===== src/rtl/pulse_capture_sequencer.sv =====
// Arms on request, waits for a rising edge on detectPulse, then captures a burst
// of samples into a first-word-fall-through buffer drained through a valid/ready port.
module pulse_capture_sequencer #(
    parameter int DATA_WIDTH = 16,
    parameter int FIFO_DEPTH = 8
) (
    input  logic                  clk,
    input  logic                  reset,
    input  logic                  arm,
    input  logic [3:0]            burstLen,
    input  logic                  detectPulse,
    input  logic [DATA_WIDTH-1:0] incomingData,
    output logic [DATA_WIDTH-1:0] outData,
    output logic                  outValid,
    input  logic                  outReady,
    output logic                  busy,
    output logic                  overflow
);

    localparam int AW = $clog2(FIFO_DEPTH);
    localparam logic [AW:0] PTR_ONE = 1;

    typedef enum logic [1:0] {IDLE, ARMED, CAPTURE, DRAIN} state_t;

    state_t                r_state;
    state_t                w_nextState;
    logic                  r_p1Detect;
    logic [4:0]            r_count;
    logic                  r_overflow;
    logic [DATA_WIDTH-1:0] r_mem [FIFO_DEPTH];
    logic [AW:0]           r_wrPtr;
    logic [AW:0]           r_rdPtr;

    logic w_rise;
    logic w_empty;
    logic w_full;
    logic w_pop;
    logic w_push;
    logic w_wrEn;
    logic w_drop;
    logic w_accept;
    logic w_lastWord;

    // Pointers carry one extra wrap bit so full and empty are distinguishable.
    assign w_empty    = (r_wrPtr == r_rdPtr);
    assign w_full     = (r_wrPtr[AW] != r_rdPtr[AW]) &&
                        (r_wrPtr[AW-1:0] == r_rdPtr[AW-1:0]);
    assign w_rise     = detectPulse & ~r_p1Detect;
    assign w_pop      = outValid & outReady;
    assign w_accept   = (r_state == IDLE) && arm;
    assign w_lastWord = (r_count == 5'd1);
    assign w_push     = ((r_state == ARMED) && w_rise) || (r_state == CAPTURE);
    assign w_wrEn     = w_push && (!w_full || w_pop);
    assign w_drop     = w_push && w_full && !w_pop;

    assign outValid = ~w_empty;
    assign outData  = w_empty ? '0 : r_mem[r_rdPtr[AW-1:0]];
    assign busy     = (r_state != IDLE);
    assign overflow = r_overflow;

    always_ff @(posedge clk or negedge reset) begin
        if (!reset) r_state <= IDLE;
        else        r_state <= w_nextState;
    end

    always_comb begin
        w_nextState = r_state;
        case (r_state)
            IDLE:    if (arm) w_nextState = ARMED;
            ARMED:   if (w_rise) w_nextState = w_lastWord ? DRAIN : CAPTURE;
            CAPTURE: if (w_lastWord) w_nextState = DRAIN;
            DRAIN:   if (w_empty) w_nextState = IDLE;
            default: w_nextState = IDLE;
        endcase
    end

    // Reset value of 1 keeps a line held high through reset release from counting as an edge.
    always_ff @(posedge clk or negedge reset) begin
        if (!reset) begin
            r_p1Detect <= 1'b1;
            r_count    <= 5'd0;
            r_overflow <= 1'b0;
        end else begin
            r_p1Detect <= detectPulse;
            if (w_accept) begin
                r_count    <= (burstLen == 4'd0) ? 5'd16 : {1'b0, burstLen};
                r_overflow <= 1'b0;
            end else begin
                if (w_push) r_count <= r_count - 5'd1;
                if (w_drop) r_overflow <= 1'b1;
            end
        end
    end

    always_ff @(posedge clk or negedge reset) begin
        if (!reset) begin
            r_wrPtr <= '0;
            r_rdPtr <= '0;
        end else begin
            if (w_wrEn) r_wrPtr <= r_wrPtr + PTR_ONE;
            if (w_pop)  r_rdPtr <= r_rdPtr + PTR_ONE;
        end
    end

    always_ff @(posedge clk) begin
        if (w_wrEn) r_mem[r_wrPtr[AW-1:0]] <= incomingData;
    end

endmodule


===== config.mk =====
export PLATFORM = sky130hd
export DESIGN_NAME = pulse_capture_sequencer
export DESIGN_NICKNAME = d
export VERILOG_FILES = /design/src/rtl/pulse_capture_sequencer.sv
export SDC_FILE = /design/constraint.sdc
export NUM_CORES = 1
export LEC_CHECK = 0
export ABC_AREA = 1
export CORE_AREA = 2 2 90 136
export CTS_CLUSTER_DIAMETER = 100
export DETAILED_ROUTE_END_ITERATION = 6
export DIE_AREA = 0 0 92 138
export PLACE_DENSITY = 0.86
export SLEW_MARGIN = 20
export SYNTH_ARGS = -nofsm -noshare
export SYNTH_HDL_FRONTEND = slang
export SYNTH_SLANG_ARGS = --single-unit

===== constraint.sdc =====
create_clock -name clk -period 3.2 [get_ports clk]
set_clock_uncertainty 0.2 [all_clocks]
set_input_delay 0.64 -clock clk [delete_from_list [all_inputs] [get_ports clk]]
set_output_delay 0.64 -clock clk [all_outputs]
set_load 0.02 [all_outputs]

==> results.toml, run 1 <==
[run_status]
status = "finished, final reports clean"

[placement]
hpwl_um = 8350
dp_cells = 729
portBuffers = 43
dpl_cell_area_um2 = 6810
gp_congestion = 0.879

[critical_path]
critPathMaxStageDelay_ns = 0.43
critPathSlowestCell = "dfrtp_2"
critPathMostFrequentCell = "nor2_1"
required_ns = 2.36
path_cells = "buf_4, nor2_1, nor2_1, o21ai_0, o211ai_1, nand2_1, nor2_1, dlygate4sd2_1"
crit_fanout = 22
end_kind = "output pin"
worstSetupPathType = "flip-flop to output pin"
start_kind = "flip-flop"
cp_top_family = "buffers and inverters"
r2r_setup_slack_ns = 0.82
critPathBufInv = 2
critPathArrivalTime_ns = 2.17

[clock_network]
numCtsBuffers = 17
clockRootBuffer = "clkbuf_16"
cts.sinks = 145
htreeDepth = 4
clock_latency_ns = 0.42
cts_hold_buf = 0
clk_pin_slew_ns = 0.06
cts_tree = "done"
clockBufferDepth = 2

[die]
fp-row-count = 49
initial_core_util_pct = 53.2
die_x_um = 92
ios = 44
fp.dieH_um = 138
die_area_um2 = 12700
fp.coreArea_um2 = 11600

[route]
post-route-drc-count = 0
num_vias = 4482
met2_length_um = 7710
routed.top_layer = "met4"
wirelength_um = 14500
wl_met1_um = 5340
drt_iter0_markers = 577
met3_length_um = 916
detail-route-antenna-nets = 0
routedWlPerCell_um = 19.0
first_pass_iters = 6
vias_per_cell = 5.88

[logic_synthesis]
yosysTopAreaCell = "edfxtp_1"
syn_inst = 545
ys_types = 26
synthesis.nets = 579
ys_seq_area_share_pct = 68.9
ys_warn_count = 0
ys_ff_latch = 145
synthTopCellsByArea = "edfxtp_1, nor2_1, dfrtp_1"
synth_flop_cell = "edfxtp_1"
synth_top_area_share_pct = 62.0
syn_area_um2 = 6200
synth.avg_cell_area_um2 = 11.4
synth_edf_count = 128
async_flop_share_pct = 11.7

[pwr]
p_per_area_nw_per_um2 = 1030
pwr-share-seq_pct = 33.2
finalPower_uw = 7710
p_switching_uw = 3060
cellInternalPower_uw = 4650
swShare_pct = 39.7
pwr-share-clk_pct = 24.0
ir_worst_vdd_v = 0.000594
leakagePower_uw = 0.00285
p_comb_share_pct = 42.8

[timing]
fin_crit_sh_pct = 94.0
drv_slew = 0
whs_ns = 0.341
period_needed_ns = 3.01
rsz0062_at_grt = "false"
max_slew_margin_pct = 48.3
clock.fmax_ghz = 0.332
totalNegativeSetupSlack_ns = 0
hold_violations = 0
worst_pin_slew_ns = 0.773
final-setup-viol-count = 0

[final_layout]
diodes = 0
nNetsFinal = 630
instances_no_fill = 762
regArea_um2 = 4270
multi_input_area_um2 = 1710
synthToLayoutAreaGrowth_pct = 20.4
final_cell_mix = "nor2_1, edfxtp_1, o21ai_0"
fin_area_um2 = 7460
drive_gt1_share_pct = 10.7
layout_commonest_cell = "nor2_1"
fill_cells = 820

[global_route]
grt_start_max_net_pins = 45
grt_pass1_vias = 4636
grt_first_pass_wirelength_um = 22700
track_usage_pct = 23.6
antenna_found_initial = 0
gr-total-overflow = 0

[min_path]
holdCritPathClass = "flip-flop to flip-flop"

[flow_run]
cap_violations = 0
-- cells in the mapped netlist, drive strengths merged, types with 6 or more instances --
cell type	count
inv	21
nand3	18
ha	9
o22ai	16
nor2	132
xor2	6
o21ai	72
a21oi	6
nand2	70
buf	20
o211ai	16
dfrtp	16
clkbuf	9
edfxtp	128
-- flip-flops by register name, indices dropped and copies added, names as in the netlist --
| name | cells |
|---|---|
| r_mem | 128 |
| r_p1Detect | 1 |
| r_wrPtr | 4 |
| r_rdPtr | 4 |
| r_count | 5 |
| overflow | 1 |
| r_state | 2 |
-- metal layers --
metal	vias up	global-route usage, %
met2	253	41.3
li1	2006	-
met4	0	14.2
met5	-	0
met1	2173	25.3
met3	50	5.99
-- kinds of logic after synthesis --
group / share of synthesized area (%)
simple gates: 14.5
flops: 68.9
compound gates: 9.85
buf+inv: 3.79
fa+ha+maj: 1.82
xor+xnor: 1.13
-- metrics by stage --
| step | worst slack [ns] | util [%] |
|---|---|---|
| after global placement | 0.372 | 58.4 |
| after floorplan | 0.804 | - |
| final | 0.191 | 64.0 |
| after global routing | 0.107 | 64.0 |
| after detailed placement | 0.278 | 58.4 |
| after CTS | 0.000645 | 63.6 |
-- timing repair --
action | in CTS | in global routing
buffers inserted | 0 | 0
endpoints found under the setup margin | 16 | 12
cloned | 1 | 0
gates resized for setup | 9 | 16
-- cell type report --
| cell class | count | share of cell area [%] |
|---|---|---|
| clock buffers | 19 | 5.80 |
| clock inverters | 13 | 1.71 |
| inverters | 21 | 1.06 |
| multi-input cells | 350 | 22.9 |
| flip-flops and latches | 145 | 57.3 |
| well taps | 153 | 2.57 |
| repair buffers | 61 | 8.69 |
-- worst register-to-register path, stage by stage (launching register included) --
cell and delay [ns]:
dfrtp_1 0.43, inv_1 0.13, ha_1 0.21, nand3_1 0.14, nand2_1 0.24, nand3_1 0.21
nor2_1 0.23, buf_4 0.29
-- power by group through the flow --
stage	registers (uW)	logic, uW	clock network, uW
6_report	2560	3300	1850
2_1_floorplan	2510	2120	0
4_1_cts	2540	3270	1860
3_5_place_dp	2570	3180	0
5_1_grt	2580	3600	1940
3_3_place_gp	2550	3050	0
-- final timing paths --
check                                            start                endpoint  cells after the start
worst max-delay path            r_rdPtr[0]$_DFFE_PN0P_              outData[4]                      8
worst min-delay path            r_rdPtr[3]$_DFFE_PN0P_  r_rdPtr[3]$_DFFE_PN0P_                      2
worst max register to register  r_state[1]$_DFFE_PN0P_   r_mem[4][1]$_DFFE_PP_                      7
worst min register to register  r_rdPtr[3]$_DFFE_PN0P_  r_rdPtr[3]$_DFFE_PN0P_                      2
max in group asynchronous                        reset  r_rdPtr[0]$_DFFE_PN0P_                      1
min in group asynchronous                        reset  r_wrPtr[1]$_DFFE_PN0P_                      1
Note: power is estimated with default switching activity, not from simulation.
==> run 2: changes to the inputs <==
REMOVE_ABC_BUFFERS = 1   (was default)
SKIP_CTS_REPAIR_TIMING = 1   (was default)
==> run 2 against run 1 <==
Sequential power about the same. Largest power group unchanged. Cell count rose by 0.39%. Clock-buffer cell count is 1 lower. Design area grew 0.75%.
==> results.toml, run 2 (synthesized netlist as in run 1, its figures left out) <==
[clock_network]
clock_latency_ns = 0.41
clockBufferDepth = 2
numCtsBuffers = 17
clockRootBuffer = "clkbuf_16"
clk_pin_slew_ns = 0.05
cts.sinks = 145
cts_tree = "done"
htreeDepth = 4

[die]
ios = 44
die_area_um2 = 12700
fp.dieH_um = 138
fp.coreArea_um2 = 11600
fp-row-count = 49
die_x_um = 92
initial_core_util_pct = 53.2

[global_route]
grt_pass1_vias = 4482
grt_start_max_net_pins = 52
gr-total-overflow = 0
grt_first_pass_wirelength_um = 22200
track_usage_pct = 22.8
antenna_found_initial = 0

[final_layout]
nNetsFinal = 633
largest_reg_flops = 128
synthToLayoutAreaGrowth_pct = 21.3
layout_commonest_cell = "nor2_1"
drive_gt1_share_pct = 10.9
final_cell_mix = "nor2_1, edfxtp_1, o21ai_0"
diodes = 0
fin_util_pct = 64.5

[critical_path]
worstSetupPathType = "flip-flop to output pin"
end_kind = "output pin"
critPathArrivalTime_ns = 2.29
required_ns = 2.36
start_kind = "flip-flop"
crit_fanout = 51

[timing]
hold_violations = 0
drv_slew = 0
max_slew_margin_pct = 48.1
final-setup-viol-count = 0
whs_ns = 0.348
clock.fmax_ghz = 0.319
worst_pin_slew_ns = 0.776
fin_crit_sh_pct = 97.9
period_needed_ns = 3.13

[route]
routedWlPerCell_um = 18.7
wirelength_um = 14300
vias_per_cell = 5.87
first_pass_iters = 6
num_vias = 4490
post-route-drc-count = 0
detail-route-antenna-nets = 0
drt_iter0_markers = 396

[flow_run]
cap_violations = 0

[min_path]
holdCritPathClass = "flip-flop to flip-flop"

[placement]
portBuffers = 43
hpwl_um = 8130
gp_congestion = 0.875

[pwr]
p_per_area_nw_per_um2 = 1050
ir_worst_vdd_v = 0.000639
leakagePower_uw = 0.00285

[run_status]
status = "finished, final reports clean"
-- run 2: cell types whose count changed in the layout (fill, tap and decap cells not counted), sizes merged --
cell,before,now
clkdlybuf4s50,27,35
buf,17,21
clkinv,1,5
dlygate4sd2,4,0
dlymetal6s2s,12,8
bufinv,1,4
clkinvlp,6,3
inv,26,23
bufbuf,1,0
clkbuf,19,18
-- run 2: layout make-up --
cell class	instances	area, um2
sequential	145	4270
fill	822	4130
multi-input combinational	350	1710
timing repair buffer	64	649
clock buffer	18	429
tap	153	191
clock inverter	14	188
inverter	21	78.8
-- run 2: metrics by stage --
step / worst slack [ns] / instance area (um2) / total power, uW / instances / TNS, ns
final: 0.0656 / 7520 / 7890 / 765 / 0
after global routing: -0.0277 / 7520 / 8320 / 765 / -0.0572
after CTS: -0.207 / 7440 / 7810 / 765 / -2.14
after detailed placement: 0.278 / 6820 / 5720 / 733 / 0
after global placement: 0.357 / 6820 / 5570 / 733 / 0
after floorplan: -0.341 / 6040 / 4470 / 516 / -31.81
-- run 2: worst max-delay path, stage by stage, from the launching register on --
cell and delay, ns:
dfrtp_1 0.45, buf_12 0.25, o21ai_0 0.13, o211ai_1 0.19
nand2_1 0.07, nor2_1 0.14, clkdlybuf4s50_1 0.63
-- run 2: metal layers --
metal | vias up | wire length [um] | global-route usage, %
met4 | 0 | 658 | 13.7
met2 | 230 | 7560 | 39.0
met1 | 2184 | 5170 | 26.0
met3 | 57 | 889 | 5.07
li1 | 2019 | - | -
met5 | - | 0 | 0
-- run 2: where the power goes --
| group | switching [uW] | total, uW | internal (uW) |
|---|---|---|---|
| combinational | 2070 | 3290 | 1220 |
| sequential | 171 | 2550 | 2380 |
| clock | 757 | 2060 | 1300 |
-- run 2: worst paths after layout --
| check | start | end | slack [ns] | cells past startpoint |
|---|---|---|---|---|
| worst max-delay path | r_rdPtr[1]$_DFFE_PN0P_ | outData[6] | 0.07 | 6 |
| worst min-delay path | overflow$_DFFE_PN0P_ | overflow$_DFFE_PN0P_ | 0.35 | 2 |
| worst max register to register | r_state[1]$_DFFE_PN0P_ | r_mem[2][15]$_DFFE_PP_ | 0.83 | 7 |
| worst min register to register | overflow$_DFFE_PN0P_ | overflow$_DFFE_PN0P_ | 0.35 | 2 |
| max in group asynchronous | reset | r_rdPtr[0]$_DFFE_PN0P_ | 1.78 | 1 |
| min in group asynchronous | reset | r_count[1]$_DFFE_PN0P_ | 0.48 | 1 |
